[src/rtl/pwm_pkg.sv]
// Shared types and defaults for the multi-channel PWM generator.
package pwm_pkg;

  localparam int unsigned PWM_N_DEF  = 16;
  localparam int unsigned PWM_CH_DEF = 4;

  typedef enum logic {
    PWM_EDGE   = 1'b0,
    PWM_CENTER = 1'b1
  } pwm_mode_e;

  typedef enum logic {
    DIR_UP   = 1'b0,
    DIR_DOWN = 1'b1
  } pwm_dir_e;

  // Channel-select width; a single channel still gets a 1-bit select.
  function automatic int unsigned pwm_cw(input int unsigned ch);
    return (ch > 1) ? $clog2(ch) : 1;
  endfunction

endpackage

[src/rtl/pwm_timebase.sv]
// Shared PWM timebase: period counter with edge/center counting and
// boundary-latched period and mode.
module pwm_timebase
  import pwm_pkg::*;
#(
  parameter int unsigned N = PWM_N_DEF
) (
  input  logic         clk_i,
  input  logic         rst_i,
  input  logic         en_i,
  input  pwm_mode_e    mode_i,
  input  logic [N-1:0] period_i,
  output logic [N-1:0] cnt_o,
  output pwm_dir_e     dir_o,
  output logic         terminal_c_o
);

  logic [N-1:0] cnt_q, cnt_d;
  logic [N-1:0] per_q, per_d;
  logic [N-1:0] cnt_inc;
  pwm_dir_e     dir_q, dir_d;
  pwm_mode_e    mode_q, mode_d;

  assign cnt_inc = cnt_q + N'(1);

  // Last cycle of the current period.
  always_comb begin
    terminal_c_o = 1'b0;
    if (mode_q == PWM_EDGE) begin
      terminal_c_o = (cnt_q == per_q);
    end else begin
      terminal_c_o = (per_q == '0) || ((dir_q == DIR_DOWN) && (cnt_q == N'(1)));
    end
  end

  // Direction flips as the count reaches the peak, so the peak is a down cycle.
  always_comb begin
    cnt_d  = cnt_q;
    dir_d  = dir_q;
    per_d  = per_q;
    mode_d = mode_q;
    if (en_i) begin
      if (terminal_c_o) begin
        cnt_d  = '0;
        dir_d  = DIR_UP;
        per_d  = period_i;
        mode_d = mode_i;
      end else if (mode_q == PWM_EDGE) begin
        cnt_d = cnt_inc;
      end else if (dir_q == DIR_UP) begin
        cnt_d = cnt_inc;
        if (cnt_inc == per_q) begin
          dir_d = DIR_DOWN;
        end
      end else begin
        cnt_d = cnt_q - N'(1);
      end
    end
  end

  always_ff @(posedge clk_i) begin
    if (!rst_i) begin
      cnt_q  <= '0;
      dir_q  <= DIR_UP;
      per_q  <= '0;
      mode_q <= PWM_EDGE;
    end else begin
      cnt_q  <= cnt_d;
      dir_q  <= dir_d;
      per_q  <= per_d;
      mode_q <= mode_d;
    end
  end

  assign cnt_o = cnt_q;
  assign dir_o = dir_q;

endmodule

[src/rtl/pwm_multi.sv]
// Multi-channel PWM generator: double-buffered per-channel duty on a shared
// timebase, with a per-channel load handshake and registered outputs.
module pwm_multi
  import pwm_pkg::*;
#(
  parameter  int unsigned N  = PWM_N_DEF,
  parameter  int unsigned CH = PWM_CH_DEF,
  localparam int unsigned CW = pwm_cw(CH)
) (
  input  logic          clk,
  input  logic          rst,
  input  logic          en,
  input  pwm_mode_e     mode_in,
  input  logic [N-1:0]  period_in,
  input  logic          ld_valid,
  input  logic [CW-1:0] ld_ch,
  input  logic [N-1:0]  ld_duty,
  output logic          ld_ready,
  output logic [CH-1:0] pulse,
  output logic          eoc
);

  logic [N-1:0]  cnt;
  pwm_dir_e      dir;
  logic          terminal_c;
  logic          boundary_c;
  logic          accept_c;
  logic [CH-1:0] sel_c;

  logic [N-1:0]  shadow_q [CH];
  logic [N-1:0]  shadow_d [CH];
  logic [N-1:0]  duty_q   [CH];
  logic [N-1:0]  duty_d   [CH];
  logic [CH-1:0] pend_q, pend_d;
  logic [CH-1:0] pulse_d;
  logic          eoc_d;

  pwm_timebase #(
    .N(N)
  ) u_timebase (
    .clk_i        (clk),
    .rst_i        (rst),
    .en_i         (en),
    .mode_i       (mode_in),
    .period_i     (period_in),
    .cnt_o        (cnt),
    .dir_o        (dir),
    .terminal_c_o (terminal_c)
  );

  // Out-of-range channel selects decode to nothing, so they are never ready.
  always_comb begin
    sel_c = '0;
    for (int unsigned i = 0; i < CH; i++) begin
      sel_c[i] = (ld_ch == CW'(i));
    end
  end

  assign ld_ready   = |(sel_c & ~pend_q);
  assign accept_c   = ld_valid & ld_ready;
  assign boundary_c = en & terminal_c;

  // Boundary consumes only already-pending shadows; a same-cycle accept lands
  // on a non-pending channel and waits for the following boundary.
  // In the down half the compare is inclusive so high time is exactly 2*duty.
  always_comb begin
    shadow_d = shadow_q;
    duty_d   = duty_q;
    pend_d   = pend_q;
    pulse_d  = '0;
    eoc_d    = boundary_c;
    for (int unsigned i = 0; i < CH; i++) begin
      if (boundary_c && pend_q[i]) begin
        duty_d[i] = shadow_q[i];
        pend_d[i] = 1'b0;
      end
      if (accept_c && sel_c[i]) begin
        shadow_d[i] = ld_duty;
        pend_d[i]   = 1'b1;
      end
      pulse_d[i] = en & ((cnt < duty_q[i]) |
                         ((dir == DIR_DOWN) && (cnt == duty_q[i])));
    end
  end

  always_ff @(posedge clk) begin
    if (!rst) begin
      for (int unsigned i = 0; i < CH; i++) begin
        shadow_q[i] <= '0;
        duty_q[i]   <= '0;
      end
      pend_q <= '0;
      pulse  <= '0;
      eoc    <= 1'b1;
    end else begin
      for (int unsigned i = 0; i < CH; i++) begin
        shadow_q[i] <= shadow_d[i];
        duty_q[i]   <= duty_d[i];
      end
      pend_q <= pend_d;
      pulse  <= pulse_d;
      eoc    <= eoc_d;
    end
  end

endmodule

[config.mk]
export PLATFORM = sky130hd
export DESIGN_NAME = pwm_multi
export DESIGN_NICKNAME = d
export VERILOG_FILES = /design/src/rtl/pwm_pkg.sv /design/src/rtl/pwm_timebase.sv /design/src/rtl/pwm_multi.sv
export SDC_FILE = /design/constraint.sdc
export NUM_CORES = 1
export LEC_CHECK = 0
export BUFFER_PORTS_ARGS = -buffer_cell sky130_fd_sc_hd__buf_2
export CORE_ASPECT_RATIO = 1.2
export CORE_MARGIN = 2
export CORE_UTILIZATION = 45
export CTS_CLUSTER_SIZE = 20
export DETAILED_ROUTE_END_ITERATION = 8
export PLACE_DENSITY = 0.6
export SETUP_SLACK_MARGIN = 0.02
export SLEW_MARGIN = 20
export SYNTH_ARGS = -nofsm -noshare
export SYNTH_HDL_FRONTEND = slang
export SYNTH_SLANG_ARGS = --single-unit
export TNS_END_PERCENT = 50
[constraint.sdc]
create_clock -name clk -period 3.6 [get_ports clk]
set_input_delay 0.36 -clock clk [delete_from_list [all_inputs] [get_ports clk]]
set_output_delay 0.36 -clock clk [all_outputs]
set_load 0.01 [all_outputs]
==> flow_summary.ini <==
[critical_path]
critical-path-slowest-cell = or4_1
max_stage_delay_ns = 0.57
start_kind = flop
crit_arrival_ns = 3.53
endpoint_kind = flop
path_class = reg -> reg
critPathMaxFanout = 28
cp.required_ns = 3.95
cp_cell_sequence = buf_4 > or4_1 > or2_2 > o41ai_2 > and2_1 > and2_2 > buf_4 > nand3_1 > a21boi_1
crit_top_cell = buf_4

[global_routing]
antenna_found_initial = 0
grt_pass1_wl_mm = 38.4
grt_max_degree = 61
track_usage = 0.232
grt_pass1_vias = 6858
grt-ovfl-total = 0

[drt]
viasPerCell = 5.24
postRouteAntennaNets = 0
via_count = 7415
initialDrtViolationCount = 464
first_pass_iters = 4
drc = 0
drt-total-wl_mm = 24.4
wl_per_cell_um = 17.2

[cts]
cts_buffers = 17
post_cts_buffers = 0
cts_resized = 0
cts_tree = done
clockBufferDepth = 2
clock_latency_ns = 0.43
clkSlewWorstSetupHoldPaths_ns = 0.07
htree_levels = 4
clock-sinks = 171
root_buffer = clkbuf_16
postCtsHoldBufs = 0

[yosys]
synth_seq_cells = 171
synth_cells = 1117
ys_warn_count = 0
synth_top_area_cell = dfxtp_1
muxShareOfSynthArea = 0.00125
synthDominantCellAreaShare = 0.380
synth_compound_area_frac = 0.195
async_flop_share = 0
yosys.cell_types.count = 49
synth_edf_count = 0
synthTopCellsByArea = dfxtp_1 38%, nand2_1 11%, ha_1 9.3%, a21boi_1 6.7%, a21boi_0 5.5%
synthXorXnorAreaFrac = 0.0378
synth_top_family_by_area = simple AND/OR/NAND/NOR gates
yosysSeqAreaShare = 0.380
synth-simple-area-share = 0.229
synthFlopType = dfxtp_1
postSynthAreaPerCell_um2 = 8.06
synth_area_mm2 = 0.00900
synth_nets = 1223
synth-adder-area-share = 0.0931

[placement]
portBuffers = 44
place_ws_ns = 0.511
placedCellCount = 1383
place_congestion = 0.893
dp_hpwl_mm = 17.4

[cells_and_area]
nNetsFinal = 1247
drive_above_1_share = 0.0980
syn_to_final_growth_pct = 12.2
diodes = 0
finalCoreUtilization = 0.515
final_cells = 1414

[pwr]
max-vdd-ir-drop_v = 0.000680
fin_total_pwr_w = 0.00590
powerDensity_mw_per_mm2 = 584
power_leakage_nw = 3.86

[timing]
worstMarginPinSlew_ns = 0.792
finClkSkew_ns = 0.0107
min_period_over_period = 0.882
drv_slew = 0
hold_violations = 0
max_freq_ghz = 0.315
setup_tns_ns = 0
min_period_ns = 3.18
rsz0062_at_grt = no
max-slew-margin-rel = 0.471
finalSetupViolCount = 0
setup_ws_ns = 0.425

[die]
die_h_um = 159
core_area_mm2 = 0.0196
num_io_pins = 45
dieArea_mm2 = 0.0212
die-width_um = 133
rows = 56
start_util = 0.459

[worst_hold_path]
hold_class = in -> reg

[flow_run]
drv_cap = 0

[status]
outcome = complete, no violations
[per-layer routing]
metal | vias to the layer above | track usage | part of all wire
met2 | 156 | 0.366 | 0.46
met1 | 3383 | 0.322 | 0.48
met3 | 40 | 0.0337 | 0.035
li1 | 3836 | - | -
met4 | 0 | 0.0866 | 0.027
met5 | - | 0 | 0
[worst max-delay path, delay by kind of cell, from the launching register on]
family / cells / cell delay (ns)
AND/OR/NAND/NOR: 5 / 1.66
buffers and inverters: 2 / 0.50
AO/OA/AOI/OAI: 2 / 0.59
flip-flops: 1 / 0.36
[power breakdown]
group,internal [W],switching [W],leakage [nW]
sequential,0.00203,0.000160,1.38
combinational,0.000673,0.00109,2.17
clock,0.00113,0.000827,0.303
[cell usage after synthesis (5+ instances only)]
master,count
xor2_1,14
a21boi_1,80
buf_2,9
nand2_1,253
and3_1,5
ha_1,67
xnor2_1,23
or4_1,7
nand4_1,25
buf_4,9
clkbuf_1,47
nor2b_1,15
nand3_1,76
inv_1,68
or3_1,7
a21oi_1,37
a21o_1,24
nand2b_1,8
nor2_1,32
a21boi_0,66
nor3_1,6
dfxtp_1,171
nor4_1,9
o21ai_0,19
o211ai_1,6
[state kept, by name, summed over array words and instances, names as in the netlist]
| name | count |
|---|---|
| u_timebase.mode_q | 1 |
| u_timebase.per_q | 16 |
| shadow_q | 64 |
| duty_q | 64 |
| eoc | 1 |
| u_timebase.cnt_o | 16 |
| pend_q | 4 |
| pulse | 4 |
| u_timebase.dir_o | 1 |
[cells by family (layout without fill, tap and decap cells)]
family          after synthesis  after routing
simple gates                456            456
fa+ha+maj                    67             67
flops                       171            171
buf+inv                     136            172
mux                           1              1
xor+xnor                     38             38
compound gates              248            248
[final cells by class]
type | instances | area (um^2)
inverters | 68 | 255
well taps | 261 | 327
repair buffers | 73 | 465
clock inverters | 13 | 180
fillers | 2010 | 9510
clock buffers | 18 | 439
flip-flops and latches | 171 | 3420
multi-input cells | 810 | 5020
[cells in the final DEF, fill, tap and decap left out, types with 25 or more instances in the layout]
master and count:
inv_1 68, nor2_1 32, nand2_1 253, nand3_1 76, a21boi_0 66, buf_4 28, ha_1 67, nand4_1 25
a21oi_1 37, buf_2 43, a21boi_1 80, dfxtp_1 171
[stage by stage]
step                      area (um^2)  hold slack, ns
final                           10100           0.163
after global routing            10100           0.167
after CTS                       10100           0.148
after detailed placement         9490           0.445
after global placement           9490           0.441
after floorplan                  9000           0.435
[worst paths after layout]
path	from	to	slack (ns)	cells past startpoint
min	period_in[5]	u_timebase.per_q[5]	0.16	3
max reg2reg	u_timebase.cnt_o[2]	duty_q[49]	0.42	9
min reg2reg	duty_q[25]	duty_q[25]	0.45	2
max	u_timebase.cnt_o[2]	duty_q[49]	0.42	9
Power figures use the tool's default switching activity.
